==> src/rtl/ksa_pkg.sv <==
// Shared types and constants for the RC4 key-search sequencer and its helpers.
package ksa_pkg;

   typedef enum logic [2:0] {
      S_IDLE     = 3'd0,
      S_INIT     = 3'd1,
      S_SHUFFLE  = 3'd2,
      S_DECRYPT  = 3'd3,
      S_CHECK    = 3'd4,
      S_NEXT_KEY = 3'd5,
      S_FOUND    = 3'd6,
      S_FAIL     = 3'd7
   } ks_state_t;

   localparam logic [1:0] MEM_SEL_INIT = 2'd0;
   localparam logic [1:0] MEM_SEL_SHUF = 2'd1;
   localparam logic [1:0] MEM_SEL_DEC  = 2'd2;
   localparam logic [1:0] MEM_SEL_NONE = 2'd3;

   localparam logic [7:0] CHAR_LO    = 8'h61;
   localparam logic [7:0] CHAR_HI    = 8'h7A;
   localparam logic [7:0] CHAR_SPACE = 8'h20;

   // S-memory owner for a given sequencer state; NONE also gates wren downstream.
   function automatic logic [1:0] mem_sel_for(input ks_state_t s);
      case (s)
         S_INIT:    return MEM_SEL_INIT;
         S_SHUFFLE: return MEM_SEL_SHUF;
         S_DECRYPT: return MEM_SEL_DEC;
         default:   return MEM_SEL_NONE;
      endcase
   endfunction

   function automatic logic is_stage(input ks_state_t s);
      return (s == S_INIT) || (s == S_SHUFFLE) || (s == S_DECRYPT);
   endfunction

endpackage

==> src/rtl/char_checker.sv <==
// Plaintext character filter: lowercase letter or space counts as a valid decrypted byte.
module char_checker
   import ksa_pkg::*;
(
   input  logic [7:0] data,
   output logic       valid
);

   assign valid = ((data >= CHAR_LO) && (data <= CHAR_HI)) || (data == CHAR_SPACE);

endmodule

==> src/rtl/key_search_ctrl.sv <==
// Brute-force RC4 key-search sequencer: runs init/shuffle/decrypt per candidate key,
// snoops DM writes for a plaintext-looking message and advances the key until one passes.
module key_search_ctrl
   import ksa_pkg::*;
#(
   parameter int               KEY_W   = 24,
   parameter logic [KEY_W-1:0] KEY_MAX = 24'h3FFFFF,
   parameter int               MSG_LEN = 32,
   parameter int               TIMEOUT = 1024
)
(
   input  logic             clk,
   input  logic             reset_n,
   input  logic             start,
   input  logic [KEY_W-1:0] key_first,
   output logic [2:0]       stage_start,
   input  logic [2:0]       stage_done,
   output logic [1:0]       mem_sel,
   output logic [KEY_W-1:0] key,
   input  logic             dm_wren,
   input  logic [7:0]       dm_wrdata,
   output logic             busy,
   output logic             found,
   output logic             fail,
   output logic             timeout_err,
   output logic [2:0]       state_dbg
);

   localparam int TCNT_W = (TIMEOUT > 1) ? $clog2(TIMEOUT) : 1;
   localparam int BCNT_W = $clog2(MSG_LEN + 1);
   localparam logic [TCNT_W-1:0] TCNT_LAST = TCNT_W'(TIMEOUT - 1);
   localparam logic [BCNT_W-1:0] BCNT_MAX  = BCNT_W'(MSG_LEN);

   ks_state_t         state, next_state;
   logic [TCNT_W-1:0] tcnt, tcnt_d;
   logic [BCNT_W-1:0] bcnt, bcnt_d;
   logic              bad, bad_d;
   logic [KEY_W-1:0]  key_d;
   logic [2:0]        stage_start_d;
   logic [1:0]        mem_sel_d;
   logic              busy_d, found_d, fail_d, timeout_err_d;
   logic              char_ok, accept, timeout_hit, checked;

   char_checker u_char_checker (
      .data  (dm_wrdata),
      .valid (char_ok)
   );

   assign state_dbg = state;
   assign accept    = start && ((state == S_IDLE) || (state == S_FOUND) || (state == S_FAIL));
   assign checked   = (state == S_DECRYPT) && dm_wren && (bcnt < BCNT_MAX);

   // Stage handshake: stage_start[i] is a one-cycle pulse on the first cycle of the
   // stage state; the loop answers with a one-cycle stage_done[i]. Only the bit of the
   // active stage is honoured; anything else on stage_done is dropped.
   always_comb begin
      next_state  = state;
      timeout_hit = 1'b0;
      case (state)
         S_IDLE, S_FOUND, S_FAIL: begin
            if (start) next_state = S_INIT;
         end
         S_INIT: begin
            if (stage_done[0]) next_state = S_SHUFFLE;
            else if (tcnt == TCNT_LAST) begin
               next_state  = S_FAIL;
               timeout_hit = 1'b1;
            end
         end
         S_SHUFFLE: begin
            if (stage_done[1]) next_state = S_DECRYPT;
            else if (tcnt == TCNT_LAST) begin
               next_state  = S_FAIL;
               timeout_hit = 1'b1;
            end
         end
         S_DECRYPT: begin
            if (stage_done[2]) next_state = S_CHECK;
            else if (tcnt == TCNT_LAST) begin
               next_state  = S_FAIL;
               timeout_hit = 1'b1;
            end
         end
         S_CHECK: begin
            // >= so a key_first above KEY_MAX gets exactly one attempt and never wraps
            if (!bad)               next_state = S_FOUND;
            else if (key >= KEY_MAX) next_state = S_FAIL;
            else                    next_state = S_NEXT_KEY;
         end
         S_NEXT_KEY: next_state = S_INIT;
         default:    next_state = S_IDLE;
      endcase
   end

   always_comb begin
      stage_start_d = 3'b000;
      if (next_state != state) begin
         case (next_state)
            S_INIT:    stage_start_d = 3'b001;
            S_SHUFFLE: stage_start_d = 3'b010;
            S_DECRYPT: stage_start_d = 3'b100;
            default:   stage_start_d = 3'b000;
         endcase
      end
      mem_sel_d     = mem_sel_for(next_state);
      busy_d        = !((next_state == S_IDLE) || (next_state == S_FOUND) || (next_state == S_FAIL));
      found_d       = (next_state == S_FOUND);
      fail_d        = (next_state == S_FAIL);
      timeout_err_d = timeout_hit || ((state == S_FAIL) && (next_state == S_FAIL) && timeout_err);
      tcnt_d        = ((next_state == state) && is_stage(state)) ? tcnt + 1'b1 : '0;

      key_d = key;
      if (accept)                   key_d = key_first;
      else if (state == S_NEXT_KEY) key_d = key + 1'b1;

      bad_d = bad;
      if (accept || (state == S_NEXT_KEY)) bad_d = 1'b0;
      else if (checked && !char_ok)        bad_d = 1'b1;

      bcnt_d = '0;
      if ((state == S_DECRYPT) && (next_state == S_DECRYPT))
         bcnt_d = checked ? bcnt + 1'b1 : bcnt;
      else if (state == S_DECRYPT)
         bcnt_d = '0;
   end

   always_ff @(posedge clk or negedge reset_n) begin
      if (!reset_n) begin
         state       <= S_IDLE;
         stage_start <= 3'b000;
         mem_sel     <= MEM_SEL_NONE;
         key         <= '0;
         busy        <= 1'b0;
         found       <= 1'b0;
         fail        <= 1'b0;
         timeout_err <= 1'b0;
         bad         <= 1'b0;
         tcnt        <= '0;
         bcnt        <= '0;
      end else begin
         state       <= next_state;
         stage_start <= stage_start_d;
         mem_sel     <= mem_sel_d;
         key         <= key_d;
         busy        <= busy_d;
         found       <= found_d;
         fail        <= fail_d;
         timeout_err <= timeout_err_d;
         bad         <= bad_d;
         tcnt        <= tcnt_d;
         bcnt        <= bcnt_d;
      end
   end

endmodule
==> config.mk <==
export PLATFORM = sky130hd
export DESIGN_NAME = key_search_ctrl
export DESIGN_NICKNAME = d
export VERILOG_FILES = /design/src/rtl/ksa_pkg.sv /design/src/rtl/char_checker.sv /design/src/rtl/key_search_ctrl.sv
export SDC_FILE = /design/constraint.sdc
export NUM_CORES = 1
export LEC_CHECK = 0
export BUFFER_PORTS_ARGS = -buffer_cell sky130_fd_sc_hd__buf_4
export CAP_MARGIN = 20
export CORE_ASPECT_RATIO = 0.5
export CORE_UTILIZATION = 59
export CTS_BUF_LIST = sky130_fd_sc_hd__clkbuf_4 sky130_fd_sc_hd__clkbuf_8
export DETAILED_ROUTE_END_ITERATION = 7
export PLACE_DENSITY = 0.95
export SLEW_MARGIN = 20
export SYNTH_ARGS = -nofsm -noshare
export SYNTH_HDL_FRONTEND = slang
export SYNTH_SLANG_ARGS = --single-unit
==> constraint.sdc <==
create_clock -name clk -period 4.4 [get_ports clk]
set_input_delay 0.66 -clock clk [delete_from_list [all_inputs] [get_ports clk]]
set_output_delay 0.66 -clock clk [all_outputs]
set_load 0.1 [all_outputs]
======== Yosys cells after proc, flatten, opt, wreduce, memory -nomap -nowiden ========
Index checks and enable logic that the tools add are counted.
operators by class
  add/subtract/negate cells ............... 3
  order comparisons ....................... 4
  eq/ne operators ......................... 17
  mux-type cells .......................... 23
  reduce and logical (&&, ||, !) cells .... 25
operator list
  kind                     count
  $mux W24                 2
  $add A24 B1 Y24 const B  1
  $ge A24 B22 Y1 const B   1
  $eq A3 B3 Y1 const B     6
  $mux W3                  6
  $pmux W3 S6              1
  $eq A3 B2 Y1 const B     4
  $mux W6                  2
  $add A10 B1 Y10 const B  1
  $eq A10 B10 Y1 const B   1
  $mux W10                 1
  $logic_and A1 B1 Y1      9
  $logic_or A1 B1 Y1       9
  $pmux W3 S3              1
  $eq A8 B6 Y1 const B     1
  $ge A8 B7 Y1 const B     1
  $le A8 B7 Y1 const B     1
  $add A6 B1 Y6 const B    1
  $eq A3 B1 Y1 const B     2
  $logic_not A3 Y1         2
  $lt A6 B6 Y1 const B     1
  $mux W1                  6
  $pmux W2 S3              1
  $mux W2                  2
  7 further kinds          9
storage, ports and cells
  register bits ........................... 53
  bits of input ports ..................... 39
  logic and storage cells ................. 83

======== Logic depth before layout (Yosys ltp) ========
Gate-level depths: netlist (run 1).
  word-level depth ........................ 8
  mapped depth ............................ 11
  mapped depth without buffers ............ 10

======== By module ========
Synthesis (run 1) repeated with hierarchy kept, for this count alone.
second synthesis, totals
  cell total of the unflattened synthesis .. 352
  area, all modules ....................... 3183.1 um2
modules (own cells, without submodules)
  module           times used  cells each  area each (um2)  seq. area each (um2)
  key_search_ctrl  1           342         3119.2           1328.8
  char_checker     1           10          63.8             0.0

======== Least setup slack after synthesis (run 1) ========
Ideal clock, no wire load.
  path kind ............................... reg-to-reg
  start ................................... reg state[1], in the netlist state_dbg[1]
  end ..................................... reg key[23]
  library setup time ...................... 0.122 ns
  arrival time ............................ 2.986 ns
  required time ........................... 4.278 ns
  slack ................................... 1.292 ns
  cell stages (with the launch flop) ...... 9
  path buffers ............................ 1
  path through ............................ dfrtp_1 -> mux2_4 -> and3_1 -> or4_4 -> or2_4 -> a311oi_4 -> buf_6 -> o21ai_1 -> a22o_1
between the ends
  longest elaborated chain between the ends .. 5
  elaborated cells on any way between the ends .. 9
ends and longest elaborated chain
  what                                              RTL line                source
  start: declaration                                key_search_ctrl.sv:34   ks_state_t state, next_state;
  start signal: assignment                          key_search_ctrl.sv:141  state <= next_state;
  $eq A3 B3 Y1 or $logic_not A3 Y1 (tied branches)  key_search_ctrl.sv:50   assign accept = start && ((state == S_IDLE) || (state == S_FOUND) || (state == S_FAIL));
  $logic_or A1 B1 Y1 (2 in a row)                   key_search_ctrl.sv:50
  $logic_and A1 B1 Y1                               key_search_ctrl.sv:50
  $mux W24 or $reduce_bool A2 Y1 (tied branches)    -
  end signal: assignment                            key_search_ctrl.sv:144  key <= key_d;
  end: declaration                                  key_search_ctrl.sv:19   output logic [KEY_W-1:0] key,
Parallel ways exist; a longest one is shown, timed or not.
A chain may end at the register's enable or synchronous reset.

======== Final worst setup path (run 1) ========
  start ................................... reg state[1], in the netlist state_dbg[1]
  end ..................................... reg key[20]
The elaborated chain is that of the path after synthesis.

==> flow_summary.ini, run 1 <==
[cts]
cts_sinks = 53
cts_tree = done
post_cts_buffers = 0
cts_max_path_buffers = 2
cts_root_buffer = clkbuf_8
path_clk_slew_ns = 0.09
cts_max_level = 2
clk_latency_ns = 0.31
cts_buffers = 5
cts_hold_buf = 0
cts_resized = 0

[synthesis]
synth-adder-area-share_pct = 1.265
synth.most_common_cell = dfrtp_1
synthMuxAreaShare_pct = 1.180
avgSynthCellArea_sq_um = 8.755
synthFlopType = dfrtp_1
syn_nets = 381
synth_simple_gate_area_share_pct = 25.21
yosys.area_share.xor_xnor_pct = 4.427
synth_edf_count = 0
syn-cell-area_sq_mm = 0.002968
synth_area_leaders = dfrtp_1 43%, nor2_1 5.7%, a21oi_1 4.2%, nand2_1 3.7%, o21ai_0 3.4%
synth_top_family_by_area = simple AND/OR/NAND/NOR gates
yosysSeqAreaShare_pct = 44.77
yosysWarnings = 0
yosys.area.top_type_share_pct = 43.00
ys_async_sr_fraction_pct = 100.0
synth_cell_types = 54
yosys_register_bits = 53
yosys.area.top_type = dfrtp_1
synth_common_cells = 51 x dfrtp_1, 45 x nor2_1, 29 x nand2_1
syn_inst = 339
synth_compound_area_share_pct = 19.73

[sta]
fin_setup_tns_ns = 0
min_period_over_period_pct = 76.41
max_slew_margin_pct = 30.61
slew_viol_final = 0
tightest_slew_ns = 1.041
fin_hold_ws_ns = 0.3724
setup_viol = 0
rsz0062_at_grt = false
fin_skew_ns = 0.006768
timing.fmax_ghz = 0.2974
min_period_ns = 3.362
hold_violations = 0

[worst_setup_path]
critical_path_peak_fanout = 24
cp.required_ns = 4.61
r2r_cells = 8
worstSetupPathType = reg -> reg
r2r_end = key[20]
start_kind = flip-flop
worstPathArrival_ns = 3.57
regToRegStartpoint = state_dbg[1]
cp-end-kind = flip-flop
rrSetupSlack_ns = 1.04

[finish]
diodes = 0
syn_to_final_growth_pct = 23.40
area.sequential_sq_mm = 0.001329
fillers = 289
nNetsFinal = 446
design_area_sq_mm = 0.003662
multi_input_area_sq_mm = 0.001538
drive_gt1_share_pct = 23.21
fin_cells = 471

[detailed_routing]
drtPass1Iterations = 5
antenna_left = 0
drtIter0Drc = 177
drc_errors = 0
route.vias.total = 2917
wire_per_inst_microns = 16.19
avgViaCountPerCell = 6.193
routed_wl_microns = 7627

[grt]
top_usage_layer = met2
grt_util_met1_pct = 40.38
grt_pass1_wl_microns = 12370
overflow = 0
grt_max_degree = 54
use_met3_pct = 5.108
antenna_found_initial = 0
grt_pass1_vias = 2685
met2_usage_pct = 51.01
grt_util_all_layers_pct = 30.41

[place]
place_inst = 463
io_buffers = 74
dp.final_hpwl_microns = 5300
gp_congestion = 0.9038
dpl_cell_area_sq_mm = 0.003542

[die]
core_region_area_sq_mm = 0.004616
rows = 17
start_util_pct = 64.30
pin_count = 75
fp.dieW_microns = 102.3
die_h_microns = 52.15
die_area_sq_mm = 0.005335

[hold_path]
hold_path.class = in -> async

[run_status]
status = finished, final reports clean

[run]
cap_violations = 0
-- final cells by class --
class | instances | share of cell area, %
Timing Repair Buffer | 76 | 15.58
Clock buffer | 6 | 2.255
Inverter | 6 | 0.6150
Tap cell | 66 | 2.255
Clock inverter | 2 | 1.025
Multi-Input combinational cell | 262 | 41.99
Sequential cell | 53 | 36.28
-- kinds of logic after synthesis --
logic type / count (synthesis)
DFF: 53
and+or+nand+nor: 151
xor gates and xnor gates: 15
adders and majority gates: 3
muxes: 3
buffers and inverters: 24
AOI/OAI and AO/OA: 90
-- flip-flops by register name, indices dropped and copies added, names as in the netlist, 2 cells and up --
signal / flops
key: 24
tcnt: 10
bcnt: 6
stage_start: 3
state_dbg: 3
mem_sel: 2
-- stage by stage --
| stage | utilization, % | worst slack (ns) |
|---|---|---|
| floorplan | - | 1.292 |
| global placement | 76.74 | 1.216 |
| detailed placement | 76.74 | 1.114 |
| CTS | 79.34 | 1.086 |
| global route | 79.34 | 0.8471 |
| finish | 79.34 | 1.038 |
-- critical path: stages, from the launching register on --
cell and delay [ns]:
dfrtp_1 0.81, mux2_4 0.37, and3_1 0.19, or4_4 0.56, or2_4 0.27, a311oi_4 0.41
buf_4 0.28, o21ai_0 0.10, a22o_1 0.27
-- cells in the final DEF, fill, tap and decap left out, types with 3 or more instances in the layout --
| cell | count |
|---|---|
| nor3_1 | 7 |
| nor2b_1 | 5 |
| nor4_1 | 4 |
| a22o_1 | 5 |
| and3_1 | 11 |
| a31oi_1 | 8 |
| nor2_1 | 45 |
| ha_1 | 3 |
| a22oi_1 | 4 |
| nand4_1 | 11 |
| a211oi_1 | 3 |
| or2_2 | 3 |
| nand2_1 | 29 |
| buf_4 | 76 |
| clkbuf_8 | 6 |
| a21oi_1 | 25 |
| nand3_1 | 19 |
| or3_1 | 3 |
| inv_1 | 6 |
| nand2b_1 | 3 |
| xnor2_1 | 8 |
| o21ai_0 | 20 |
| xor2_1 | 7 |
| dfrtp_1 | 51 |
| o21ai_1 | 4 |
-- worst max path at each step --
stage / startpoint / cells past startpoint / end
finish: state_dbg[1] / 8 / key[20]
global route: state_dbg[1] / 8 / key[20]
CTS: state_dbg[1] / 8 / key[20]
detailed placement: state_dbg[1] / 8 / key[20]
global placement: state_dbg[1] / 8 / key[20]
floorplan: state_dbg[1] / 8 / key[23]
-- metal layers --
metal  share of wire (%)  wire (microns)
met2                  49            3752
met3                 7.8             596
met1                  42            3212
met4                0.87              66
met5                   0               0
Power of run 1 is left out: the tool's default activity adds up to more than one toggle a clock period on the data nets, which glitch-free logic cannot reach.
==> inputs of run 2 (changes only) <==
--- a/config.mk
+++ b/config.mk
@@ -8,10 +8,10 @@
 export BUFFER_PORTS_ARGS = -buffer_cell sky130_fd_sc_hd__buf_4
 export CAP_MARGIN = 20
 export CORE_ASPECT_RATIO = 0.5
-export CORE_UTILIZATION = 59
+export CORE_UTILIZATION = 50
 export CTS_BUF_LIST = sky130_fd_sc_hd__clkbuf_4 sky130_fd_sc_hd__clkbuf_8
 export DETAILED_ROUTE_END_ITERATION = 7
-export PLACE_DENSITY = 0.95
+export PLACE_DENSITY = 0.87
 export SLEW_MARGIN = 20
 export SYNTH_ARGS = -nofsm -noshare
 export SYNTH_HDL_FRONTEND = slang
==> constraint.sdc (replaced) <==
create_clock -name clk -period 3 [get_ports clk]
set_input_delay 0.45 -clock clk [delete_from_list [all_inputs] [get_ports clk]]
set_output_delay 0.45 -clock clk [all_outputs]
set_load 0.1 [all_outputs]
==> flow_summary.ini, run 2 (synthesis gave the netlist of run 1 again) <==
[run_status]
status = finished with violations
violations = design-rule violations

[die]
die_h_microns = 56.48
core_region_area_sq_mm = 0.005610
start_util_pct = 52.90
pin_count = 75
fp.dieW_microns = 111.0
rows = 19
die_area_sq_mm = 0.006267

[sta]
timing.fmax_ghz = 0.3772
fin_skew_ns = 0.01430
hold_violations = 0
slew_viol_final = 0
fin_setup_tns_ns = 0
max_slew_margin_pct = 41.79
rsz0062_at_grt = false
setup_viol = 0
min_period_over_period_pct = 88.37
tightest_slew_ns = 0.8732
min_period_ns = 2.651

[grt]
antenna_found_initial = 0
grt_pass1_vias = 2750
grt_max_degree = 54
grt_pass1_wl_microns = 12640
overflow = 0
grt_util_all_layers_pct = 25.34

[cts]
cts_buffers = 5
cts_root_buffer = clkbuf_8
path_clk_slew_ns = 0.10
clk_latency_ns = 0.31
cts_max_level = 2
cts_hold_buf = 0
cts_tree = done
cts_max_path_buffers = 2
cts_resized = 0
post_cts_buffers = 0
cts_sinks = 53

[worst_setup_path]
slowest_delay_ns = 0.44
r2r_cells = 9
path_cells = ha_1 -> nand2_1 -> o31a_1 -> or4_4 -> or2_4 -> a311oi_4 -> buf_4 -> o21ai_0 -> a22o_1
start_kind = flip-flop
r2r_end = key[20]
regToRegStartpoint = tcnt[0]
critical_path_peak_fanout = 15
crit_family = compound AO/OA/AOI/OAI gates
rrSetupSlack_ns = 0.35
worstPathArrival_ns = 2.86
worstSetupPathType = reg -> reg
crit_buf_inv = 1
cp.required_ns = 3.21
cp_slowest_cell = or4_4
cp-end-kind = flip-flop

[finish]
syn_to_final_growth_pct = 25.59
nNetsFinal = 454
final_common_cell = buf_4
area.sequential_sq_mm = 0.001334
design_area_sq_mm = 0.003727
final_cell_mix = 84 x buf_4, 47 x dfrtp_1, 45 x nor2_1, 29 x nand2_1, 25 x a21oi_1
multi_input_area_sq_mm = 0.001538
top_register = key
diodes = 0
drive_gt1_share_pct = 25.67
fillers = 450
largest_reg_flops = 24
reg_top3 = key: 24 flops, tcnt: 10 flops, bcnt: 6 flops

[detailed_routing]
wire_per_inst_microns = 15.52
drtIter0Drc = 251
antenna_left = 0
avgViaCountPerCell = 5.901
route.vias.total = 2868
drc_errors = 8
drtPass1Iterations = 7
routed_wl_microns = 7543

[run]
cap_violations = 0

[place]
dpl_cell_area_sq_mm = 0.003616
gp_congestion = 0.9591
dp.final_hpwl_microns = 5547
io_buffers = 74

[hold_path]
hold_path.class = in -> async
[run 2: cell types whose count changed in the layout (fill, tap and decap cells not counted), sizes merged]
cell      previous run  this run
clkinv               0         1
buf                 76        84
clkinvlp             1         0
[run 2: metrics by stage]
step	hold slack, ns	setup slack, ns	utilization, %	cells
2_1_floorplan	0.1544	0.005644	-	339
3_3_place_gp	0.4681	0.2546	64.45	478
3_5_place_dp	0.4830	0.2216	64.45	478
4_1_cts	0.1824	0.3426	66.44	486
5_1_grt	0.2143	0.1864	66.44	486
6_report	0.1624	0.3489	66.44	486
[run 2: layout make-up]
type,count,area share [%]
clock buffers,6,2.048
flip-flops and latches,53,35.78
repair buffers,84,16.92
multi-input cells,262,41.26
inverters,6,0.6042
clock inverters,2,0.9399
well taps,73,2.450
[run 2: how the worst max path moves through the flow]
stage	startpoint	to	slack (ns)	cells after the start
final	tcnt[0]	key[20]	0.35	9
after floorplan	state_dbg[0]	key[23]	0.006	9
after global routing	tcnt[0]	key[20]	0.19	9
after global placement	stage_done[0]	key[20]	0.25	9
after detailed placement	stage_done[0]	key[20]	0.22	9
after CTS	tcnt[0]	key[20]	0.34	9
[run 2: worst register-to-register path, delay by kind of cell, from the launching register on]
kind / cells / cell delay [ns]
AOI/OAI and AO/OA: 4 / 0.88
and+or+nand+nor: 3 / 0.82
DFF: 1 / 0.40
buffers and inverters: 1 / 0.24
adders and majority gates: 1 / 0.21
[run 2: layer usage]
metal  vias to the layer above  share of wire, %  wire length (microns)  GRT usage [%]
li1                       1377                 -                      -              -
met1                      1384                43                   3252          33.15
met2                        92                49                   3720          42.59
met3                        15               5.6                    420          4.320
met4                         0               2.0                    150          9.980
met5                         -                 0                      0              0
Power of run 2 is left out for the same reason.
==> inputs of run 3 (changes only) <==
--- a/config.mk
+++ b/config.mk
@@ -5,14 +5,16 @@
 export SDC_FILE = /design/constraint.sdc
 export NUM_CORES = 1
 export LEC_CHECK = 0
-export BUFFER_PORTS_ARGS = -buffer_cell sky130_fd_sc_hd__buf_4
+export BUFFER_PORTS_ARGS = -buffer_cell sky130_fd_sc_hd__buf_2
 export CAP_MARGIN = 20
 export CORE_ASPECT_RATIO = 0.5
 export CORE_UTILIZATION = 50
 export CTS_BUF_LIST = sky130_fd_sc_hd__clkbuf_4 sky130_fd_sc_hd__clkbuf_8
+export CTS_CLUSTER_SIZE = 14
 export DETAILED_ROUTE_END_ITERATION = 7
-export PLACE_DENSITY = 0.87
+export PLACE_DENSITY = 0.86
 export SLEW_MARGIN = 20
 export SYNTH_ARGS = -nofsm -noshare
 export SYNTH_HDL_FRONTEND = slang
+export SYNTH_HIERARCHICAL = 1
 export SYNTH_SLANG_ARGS = --single-unit
==> flow_summary.ini, run 3 <==
[run_status]
status = finished, final reports clean

[detailed_routing]
avgViaCountPerCell = 5.825
met1Wirelength_microns = 3494
antenna_left = 0
routed_wl_microns = 7549
dr_wl_met3_microns = 531
wire_per_inst_microns = 14.72
drc_errors = 0
drtIter0Drc = 220
route.vias.total = 2988
drtPass1Iterations = 5
dr_wl_met2_microns = 3402
highest_layer = met4

[cts]
cts_buffers = 5
cts_sinks = 53
clk_latency_ns = 0.31
cts_tree = done
post_cts_buffers = 0
cts_resized = 0
cts_hold_buf = 0
cts_max_level = 2
cts_root_buffer = clkbuf_8
path_clk_slew_ns = 0.10
cts_max_path_buffers = 2

[synthesis]
synthMuxAreaShare_pct = 1.297
synth_edf_count = 0
synth_common_cells = 51 x dfrtp_1, 43 x nor2_1, 25 x nand2_1, 25 x nand3_1, 21 x a21oi_1
yosys.area.top_type = dfrtp_1
synth.most_common_cell = dfrtp_1
synth-adder-area-share_pct = 1.179
syn_nets = 394
synth_top_family_by_area = simple AND/OR/NAND/NOR gates
synth_area_leaders = dfrtp_1 40%, nor2_1 5.1%, a21oi_4 4.1%, nand3_1 3.9%, a21oi_1 3.3%
yosysWarnings = 6
avgSynthCellArea_sq_um = 9.043
synth_cell_types = 54
synth_simple_gate_area_share_pct = 26.34
yosys.area.top_type_share_pct = 40.09
yosys.area_share.xor_xnor_pct = 4.403
yosys_register_bits = 53
synth_compound_area_share_pct = 20.52
synthFlopType = dfrtp_1
syn-cell-area_sq_mm = 0.003183
syn_inst = 352
ys_async_sr_fraction_pct = 100.0
yosysSeqAreaShare_pct = 41.75

[sta]
fin_setup_tns_ns = 0
setup_viol = 0
fin_skew_ns = 0.01124
tightest_slew_ns = 0.7575
timing.fmax_ghz = 0.3966
max_slew_margin_pct = 49.49
rsz0062_at_grt = false
slew_viol_final = 0
layout_setup_ws_ns = 0.4788
min_period_over_period_pct = 84.04
min_period_ns = 2.521
hold_violations = 0

[finish]
nNetsFinal = 466
largest_reg_flops = 24
reg_top3 = key: 24 flops, tcnt: 10 flops, bcnt: 6 flops
top_register = key
drive_gt1_share_pct = 26.59
final_cell_mix = 74 x buf_2, 51 x dfrtp_1, 43 x nor2_1, 25 x nand2_1, 25 x nand3_1
final_common_cell = buf_2
syn_to_final_growth_pct = 17.61
diodes = 0

[run]
cap_violations = 0

[worst_setup_path]
path_cells = ha_1 -> nand3_1 -> or4_1 -> nor4_4 -> o211ai_2 -> buf_4 -> nand2b_1 -> nor3_1
critical_path_peak_fanout = 12
cp-end-kind = flip-flop
slowest_delay_ns = 0.58
start_kind = flip-flop
worstPathArrival_ns = 2.71
cp_slowest_cell = or4_1
cp.required_ns = 3.19
worstSetupPathType = reg -> reg

[hold_path]
hold_path.class = in -> async

[grt]
grt_max_degree = 32
antenna_found_initial = 0
grt_util_all_layers_pct = 23.98
grt_pass1_wl_microns = 12540
overflow = 0
grt_pass1_vias = 2672

[place]
io_buffers = 74
place_ws_ns = 0.5104
gp_congestion = 0.8921
dp.final_hpwl_microns = 5566

[die]
pin_count = 75
die_area_sq_mm = 0.006709
start_util_pct = 52.13
rows = 20
core_region_area_sq_mm = 0.006106
fp.dieW_microns = 114.8
die_h_microns = 58.42
==> run 3: changes by cell type after synthesis, moves of 5 or more <==
cell      previous run  this run
nand3_1             19        25
nor3_1               7        13
a311oi_1             0         5
a21oi_4              0         8
==> run 3: final timing paths <==
kind                               from        endpoint  slack [ns]  depth (start not counted)
hold / removal                  reset_n  stage_start[0]        0.08                          1
hold reg to reg                 tcnt[0]         tcnt[0]        0.50                          1
min in group clk           key_first[0]          key[0]        0.34                          3
setup / recovery                 key[1]            fail        0.48                          8
setup reg to reg                 key[1]            fail        0.48                          8
max in group asynchronous       reset_n          key[2]        2.14                          2
==> run 3: per-stage QoR <==
step	cell area (sq um)	std cells	util, %	hold WS (ns)
after CTS	3744	513	61.31	0.09644
after floorplan	3183	352	-	0.1544
after global routing	3744	513	61.31	0.1048
final	3744	513	61.31	0.07907
after detailed placement	3628	505	59.43	0.4340
after global placement	3628	505	59.43	0.4370
==> run 3: per-layer routing <==
layer	GRT usage, %	vias up
met4	8.349	0
met2	37.66	128
met3	4.325	15
li1	-	1424
met5	0	-
met1	33.98	1421
==> run 3: worst max-delay path: cells and delay by family, from the launching register on <==
family	cells	cell delay (ns)
flip-flops	1	0.43
AO/OA/AOI/OAI	1	0.10
buffers and inverters	1	0.19
AND/OR/NAND/NOR	5	1.43
adder cells (fa/ha/maj)	1	0.23
==> run 3: final cells by class <==
type                            count  area, sq um
Clock inverter                      2        38.79
Timing Repair Buffer               83        437.9
Tap cell                           88        110.1
Fill cell                         553         2362
Clock buffer                        6        76.32
Inverter                           10        37.54
Sequential cell                    53         1329
Multi-Input combinational cell    271         1714
==> run 3: logic make-up (layout without fill, tap and decap cells) <==
logic type,Yosys count,in the layout
buf+inv,28,101
flops,53,53
mux,4,4
fa+ha+maj,3,3
xor+xnor,16,16
compound gates,88,88
simple gates,160,160
Power of run 3 is left out for the same reason.
